--- src/rtl/pixel_stage_sequencer.sv ---
// rtl/pixel_stage_sequencer.sv - sequences chained pixel engines, serves their SDRAM pixel reads, retries failed frames
module pixel_stage_sequencer #(
    parameter int N_STAGE   = 4,
    parameter int COORD_W   = 10,
    parameter int ADDR_W    = 24,
    parameter int DATA_W    = 16,
    parameter int IMG_W     = 640,
    parameter int ADDR_OFS  = 4,
    parameter int THRESH    = 400,
    parameter int TMO_W     = 20,
    parameter int MAX_RETRY = 2
) (
    input  logic                         clk,
    input  logic                         reset,
    input  logic                         frame_start,
    output logic [N_STAGE-1:0]           stg_start,
    input  logic [N_STAGE-1:0]           stg_req,
    input  logic [N_STAGE*COORD_W-1:0]   stg_x,
    input  logic [N_STAGE*COORD_W-1:0]   stg_y,
    input  logic [N_STAGE-1:0]           stg_done,
    input  logic [N_STAGE-1:0]           stg_err,
    output logic [N_STAGE-1:0]           pix_valid,
    output logic                         pix_bit,
    output logic                         rd_burst_req,
    output logic [ADDR_W-1:0]            rd_burst_addr,
    input  logic [DATA_W-1:0]            rd_burst_data,
    input  logic                         rd_burst_data_valid,
    input  logic                         rd_burst_finish,
    output logic                         busy,
    output logic                         frame_done,
    output logic                         frame_err,
    output logic [2:0]                   err_stage,
    output logic [1:0]                   retry_cnt
);

    localparam int IDX_W = (N_STAGE > 1) ? $clog2(N_STAGE) : 1;
    localparam logic [DATA_W-1:0] THRESH_V = DATA_W'(THRESH);
    localparam logic [TMO_W-1:0]  WDOG_MAX = '1;

    typedef enum logic [2:0] {
        S_IDLE, S_LAUNCH, S_RUN, S_READ, S_ADV, S_DONE, S_FAIL
    } state_t;

    state_t               state_q;
    logic [IDX_W-1:0]     idx_q;
    logic [TMO_W-1:0]     wdog_q;
    logic                 pend_q;
    logic [1:0]           retry_q;
    logic [2:0]           err_stage_q;
    logic [N_STAGE-1:0]   stg_start_q;
    logic [N_STAGE-1:0]   pix_valid_q;
    logic                 pix_bit_q;
    logic                 req_q;
    logic [ADDR_W-1:0]    addr_q;
    logic                 busy_q;
    logic                 done_q;
    logic                 err_q;

    logic [COORD_W-1:0]   cur_x;
    logic [COORD_W-1:0]   cur_y;
    logic [ADDR_W-1:0]    addr_d;
    logic                 wdog_exp;
    logic                 fault;
    logic                 retry_ok;
    logic                 last_stage;

    function automatic logic [N_STAGE-1:0] onehot(input logic [IDX_W-1:0] i);
        return {{(N_STAGE-1){1'b0}}, 1'b1} << i;
    endfunction

    assign cur_x      = stg_x[idx_q*COORD_W +: COORD_W];
    assign cur_y      = stg_y[idx_q*COORD_W +: COORD_W];
    assign addr_d     = ADDR_W'(cur_y) * ADDR_W'(IMG_W) + ADDR_W'(cur_x) + ADDR_W'(ADDR_OFS);
    assign wdog_exp   = (wdog_q == WDOG_MAX);
    // pend_q carries an error or timeout seen mid-burst into the following RUN cycle
    assign fault      = stg_err[idx_q] | pend_q | wdog_exp;
    assign retry_ok   = (int'(retry_q) < MAX_RETRY);
    assign last_stage = (idx_q == IDX_W'(N_STAGE - 1));

    always_ff @(posedge clk or negedge reset) begin
        if (!reset) begin
            state_q     <= S_IDLE;
            idx_q       <= '0;
            wdog_q      <= '0;
            pend_q      <= 1'b0;
            retry_q     <= '0;
            err_stage_q <= '0;
            stg_start_q <= '0;
            pix_valid_q <= '0;
            pix_bit_q   <= 1'b0;
            req_q       <= 1'b0;
            addr_q      <= '0;
            busy_q      <= 1'b0;
            done_q      <= 1'b0;
            err_q       <= 1'b0;
        end else begin
            stg_start_q <= '0;
            pix_valid_q <= '0;
            done_q      <= 1'b0;
            err_q       <= 1'b0;
            if (rd_burst_data_valid) begin
                pix_bit_q <= (rd_burst_data < THRESH_V);
            end
            case (state_q)
                S_IDLE: begin
                    if (frame_start) begin
                        retry_q     <= '0;
                        err_stage_q <= '0;
                        pend_q      <= 1'b0;
                        idx_q       <= '0;
                        stg_start_q <= onehot('0);
                        busy_q      <= 1'b1;
                        state_q     <= S_LAUNCH;
                    end
                end
                S_LAUNCH: begin
                    wdog_q  <= '0;
                    state_q <= S_RUN;
                end
                S_RUN: begin
                    wdog_q <= wdog_q + 1'b1;
                    if (fault) begin
                        pend_q <= 1'b0;
                        if (retry_ok) begin
                            retry_q     <= retry_q + 2'd1;
                            idx_q       <= '0;
                            stg_start_q <= onehot('0);
                            state_q     <= S_LAUNCH;
                        end else begin
                            err_q       <= 1'b1;
                            err_stage_q <= 3'(idx_q);
                            state_q     <= S_FAIL;
                        end
                    end else if (stg_done[idx_q]) begin
                        state_q <= S_ADV;
                    end else if (stg_req[idx_q]) begin
                        addr_q  <= addr_d;
                        req_q   <= 1'b1;
                        state_q <= S_READ;
                    end
                end
                S_READ: begin
                    if (stg_err[idx_q] || wdog_exp) begin
                        pend_q <= 1'b1;
                    end
                    if (rd_burst_finish) begin
                        req_q       <= 1'b0;
                        wdog_q      <= '0;
                        pix_valid_q <= onehot(idx_q);
                        state_q     <= S_RUN;
                    end else if (!wdog_exp) begin
                        wdog_q <= wdog_q + 1'b1;
                    end
                end
                S_ADV: begin
                    if (last_stage) begin
                        done_q  <= 1'b1;
                        state_q <= S_DONE;
                    end else begin
                        idx_q       <= idx_q + 1'b1;
                        stg_start_q <= onehot(idx_q + 1'b1);
                        state_q     <= S_LAUNCH;
                    end
                end
                default: begin
                    busy_q  <= 1'b0;
                    state_q <= S_IDLE;
                end
            endcase
        end
    end

    assign stg_start     = stg_start_q;
    assign pix_valid     = pix_valid_q;
    assign pix_bit       = pix_bit_q;
    assign rd_burst_req  = req_q;
    assign rd_burst_addr = addr_q;
    assign busy          = busy_q;
    assign frame_done    = done_q;
    assign frame_err     = err_q;
    assign err_stage     = err_stage_q;
    assign retry_cnt     = retry_q;

endmodule

--- config.mk ---
export PLATFORM = sky130hd
export DESIGN_NAME = pixel_stage_sequencer
export DESIGN_NICKNAME = d
export VERILOG_FILES = /design/src/rtl/pixel_stage_sequencer.sv
export SDC_FILE = /design/constraint.sdc
export NUM_CORES = 1
export LEC_CHECK = 0
export ABC_CLOCK_PERIOD_IN_PS = 4300
export CORE_AREA = 2 2 102 104
export DETAILED_ROUTE_END_ITERATION = 10
export DIE_AREA = 0 0 104 106
export DONT_BUFFER_PORTS = 1
export HOLD_SLACK_MARGIN = 0.15
export PLACE_DENSITY = 0.69
export SLEW_MARGIN = 20
export SYNTH_ARGS = -nofsm -noshare
export SYNTH_HDL_FRONTEND = slang
export SYNTH_SLANG_ARGS = --single-unit
--- constraint.sdc ---
create_clock -name clk -period 4.3 [get_ports clk]
set_clock_uncertainty 0.05 [all_clocks]
set_input_delay 0.645 -clock clk [delete_from_list [all_inputs] [get_ports clk]]
set_output_delay 0.645 -clock clk [all_outputs]
set_load 0.05 [all_outputs]
==> results.toml <==
[yosys]
synth.distinct_cells = 62
synth_enable_flop_cells = 0
ys_ff_latch = 64
ys.flop_type = "dfrtp_1"
seq_area_frac_synth_pct = 36.7
ys_top_cells_by_count = "dfrtp_1, nand2_1, o21ai_0"
ys_warn_count = 0
async_flop_share_pct = 100
synth.top_cell.area_share_pct = 36.7
syn_avg_cell_area_um2 = 10.1
syn_inst = 431
synth_top_area_cell = "dfrtp_1"
synth_most_common_cell = "dfrtp_1"
synth_top_cells_by_area = "dfrtp_1, mux4_2, ha_1"
synth.cell_area_mm2 = 0.00437

[global_routing]
overflow = 0
grt_pass1_wl_mm = 17.5
grt_pass1_vias = 3360
antenna_found_initial = 3
grt_max_degree = 65
track_usage_pct = 20.0

[placement]
dp_hpwl_mm = 8.13
port_buffers = 0
place_congestion = 0.810
post-place-ws_ps = 349
place_inst = 552

[flow_run]
maxCapViolCount = 0

[setup_path]
worstPathRequired_ps = 4460
worst_setup_path_start_kind = "register"
critPathKind = "register to register"
worst-path-max-fanout = 13
crit_path_end_kind = "register"
cp_data_arrival_time_ps = 4180

[routing]
drtPass1Iterations = 4
drcViolationCount = 0
wl_per_cell_um = 19.2
num_vias = 3426
ant_nets = 0
vias_per_cell = 6.01
wirelength_mm = 10.9
first_iter_violations = 230

[final_layout]
synthToLayoutAreaGrowth_pct = 8.05
final_nets = 568
drive_gt1_share_pct = 13.1
num_antenna_cells = 0
fin_cells = 570

[clocking]
cts_buffers = 9
clkLatencyLatePin_ps = 340
clk_pin_slew_ps = 80
htreeDepth = 3
cts.sinks = 64
cts_root_buffer = "clkbuf_8"
cts_tree = "done"
post_cts_buffers = 0
clk_path_buf_depth = 2

[status]
outcome = "completed"

[sta]
setup_viol = 0
setup-tns-final_ps = 0
slew_headroom_pct = 52.4
max_freq_ghz = 0.249
finalMaxSlewViolations = 0
period_share_pct = 93.5
finalHoldViolations = 0
rsz0062_at_grt = "no"
layout_min_cycle_time_ps = 4020
worstMarginPinSlew_ps = 711
finalWorstSetupSlack_ps = 280

[power_and_ir_drop]
power.density_mw_per_mm2 = 644
p_leak_nw = 1.95
ir_worst_vdd_v = 0.000241

[die]
fp.dieW_um = 104
die_h_um = 106
rows = 37
dieArea_mm2 = 0.0110
initial_core_util_pct = 43.7
ios = 155
design.core.area_mm2 = 0.0100

[worst_hold_path]
hold_class = "input port to register"
-- per-layer routing --
layer / GRT usage (%) / up-vias / share of wire, %
li1: - / 1597 / -
met1: 26.1 / 1677 / 43
met2: 31.9 / 134 / 47
met3: 5.58 / 16 / 7.6
met4: 7.34 / 2 / 1.7
met5: 0 / - / 0.073
-- flip-flops by register name, summed over array words and instances (netlist names) --
register,flops
rd_burst_addr,21
wdog_q,20
pix_valid,4
stg_start,4
state_q,3
err_stage,2
idx_q,2
retry_cnt,2
busy,1
frame_done,1
frame_err,1
pend_q,1
pix_bit,1
rd_burst_req,1
-- cells by family after synthesis --
logic type	synth area share, %
compound gates	14.2
xor+xnor	5.01
fa+ha+maj	7.62
buf+inv	3.90
flops	36.7
mux	13.1
other cells	0.0859
simple gates	19.4
-- path summary, 6_finish.rpt --
path | from | endpoint | slack (ps) | depth (start not counted)
max | idx_q[0] | rd_burst_addr[18] | 280 | 10
min | rd_burst_data_valid | pix_bit | 350 | 1
max reg2reg | idx_q[0] | rd_burst_addr[18] | 280 | 10
min reg2reg | wdog_q[19] | wdog_q[19] | 440 | 1
max in group asynchronous | reset | wdog_q[15] | 3070 | 2
min in group asynchronous | reset | idx_q[1] | 830 | 2
-- through the flow --
step / utilization [%] / cell area (µm²) / hold WS (ps) / total power [W]
2_1_floorplan: - / 4380 / 299 / 0.00217
3_3_place_gp: 44.5 / 4450 / 300 / 0.00238
3_5_place_dp: 44.5 / 4450 / 301 / 0.00243
4_1_cts: 47.2 / 4720 / 339 / 0.00304
5_1_grt: 47.2 / 4720 / 354 / 0.00324
6_report: 47.2 / 4720 / 350 / 0.00304
-- cell usage in the layout (no fill, tap or decap), types with 4 or more instances in the layout --
| master | synthesis | routed |
|---|---|---|
| ha_1 | 25 | 25 |
| o21ai_1 | 4 | 4 |
| and2_1 | 8 | 8 |
| a21o_1 | 5 | 5 |
| nor2_1 | 27 | 27 |
| mux4_2 | 23 | 23 |
| clkbuf_8 | 0 | 11 |
| xor2_1 | 10 | 10 |
| nand4_1 | 7 | 7 |
| xnor2_1 | 15 | 15 |
| o21a_1 | 4 | 4 |
| o211ai_1 | 4 | 4 |
| inv_1 | 12 | 12 |
| and3_1 | 10 | 10 |
| dfrtp_1 | 64 | 63 |
| a21oi_1 | 20 | 20 |
| or3_1 | 13 | 13 |
| nand3_1 | 13 | 13 |
| nand2_1 | 41 | 41 |
| buf_4 | 4 | 4 |
| nor3_1 | 11 | 11 |
| conb_1 | 1 | 4 |
| o21ai_0 | 31 | 31 |
-- power breakdown --
group,internal [W],switching [W],total [W]
logic,0.000482,0.000653,0.00114
clock network,0.000358,0.000236,0.000594
registers,0.000742,0.000565,0.00131
total,0.00158,0.00145,0.00304
-- layout make-up --
type / instances / area [µm²]
tap: 136 / 170
sequential: 64 / 1610
clock inverter: 3 / 65.1
multi-input combinational: 336 / 2610
fill: 947 / 5280
inverter: 12 / 45.0
clock buffer: 13 / 159
timing repair buffer: 6 / 67.6
-- worst max-delay path, stage by stage, from the launching register on --
cell and delay, ps:
dfrtp_4 580, mux4_2 580, ha_1 300, ha_1 240, fa_1 400, xor2_1 270
o2111a_1 260, nand4b_1 150, nand4b_1 370, a2111oi_0 550, o31ai_1 130
-- what timing repair did --
| action | CTS | global route |
|---|---|---|
| endpoints found under the hold margin | 64 | 0 |
| gates resized for setup | 0 | 1 |
| hold buffers | 2 | 0 |
| setup endpoints to repair | 0 | 1 |
Note: power is estimated with default switching activity, not from simulation.
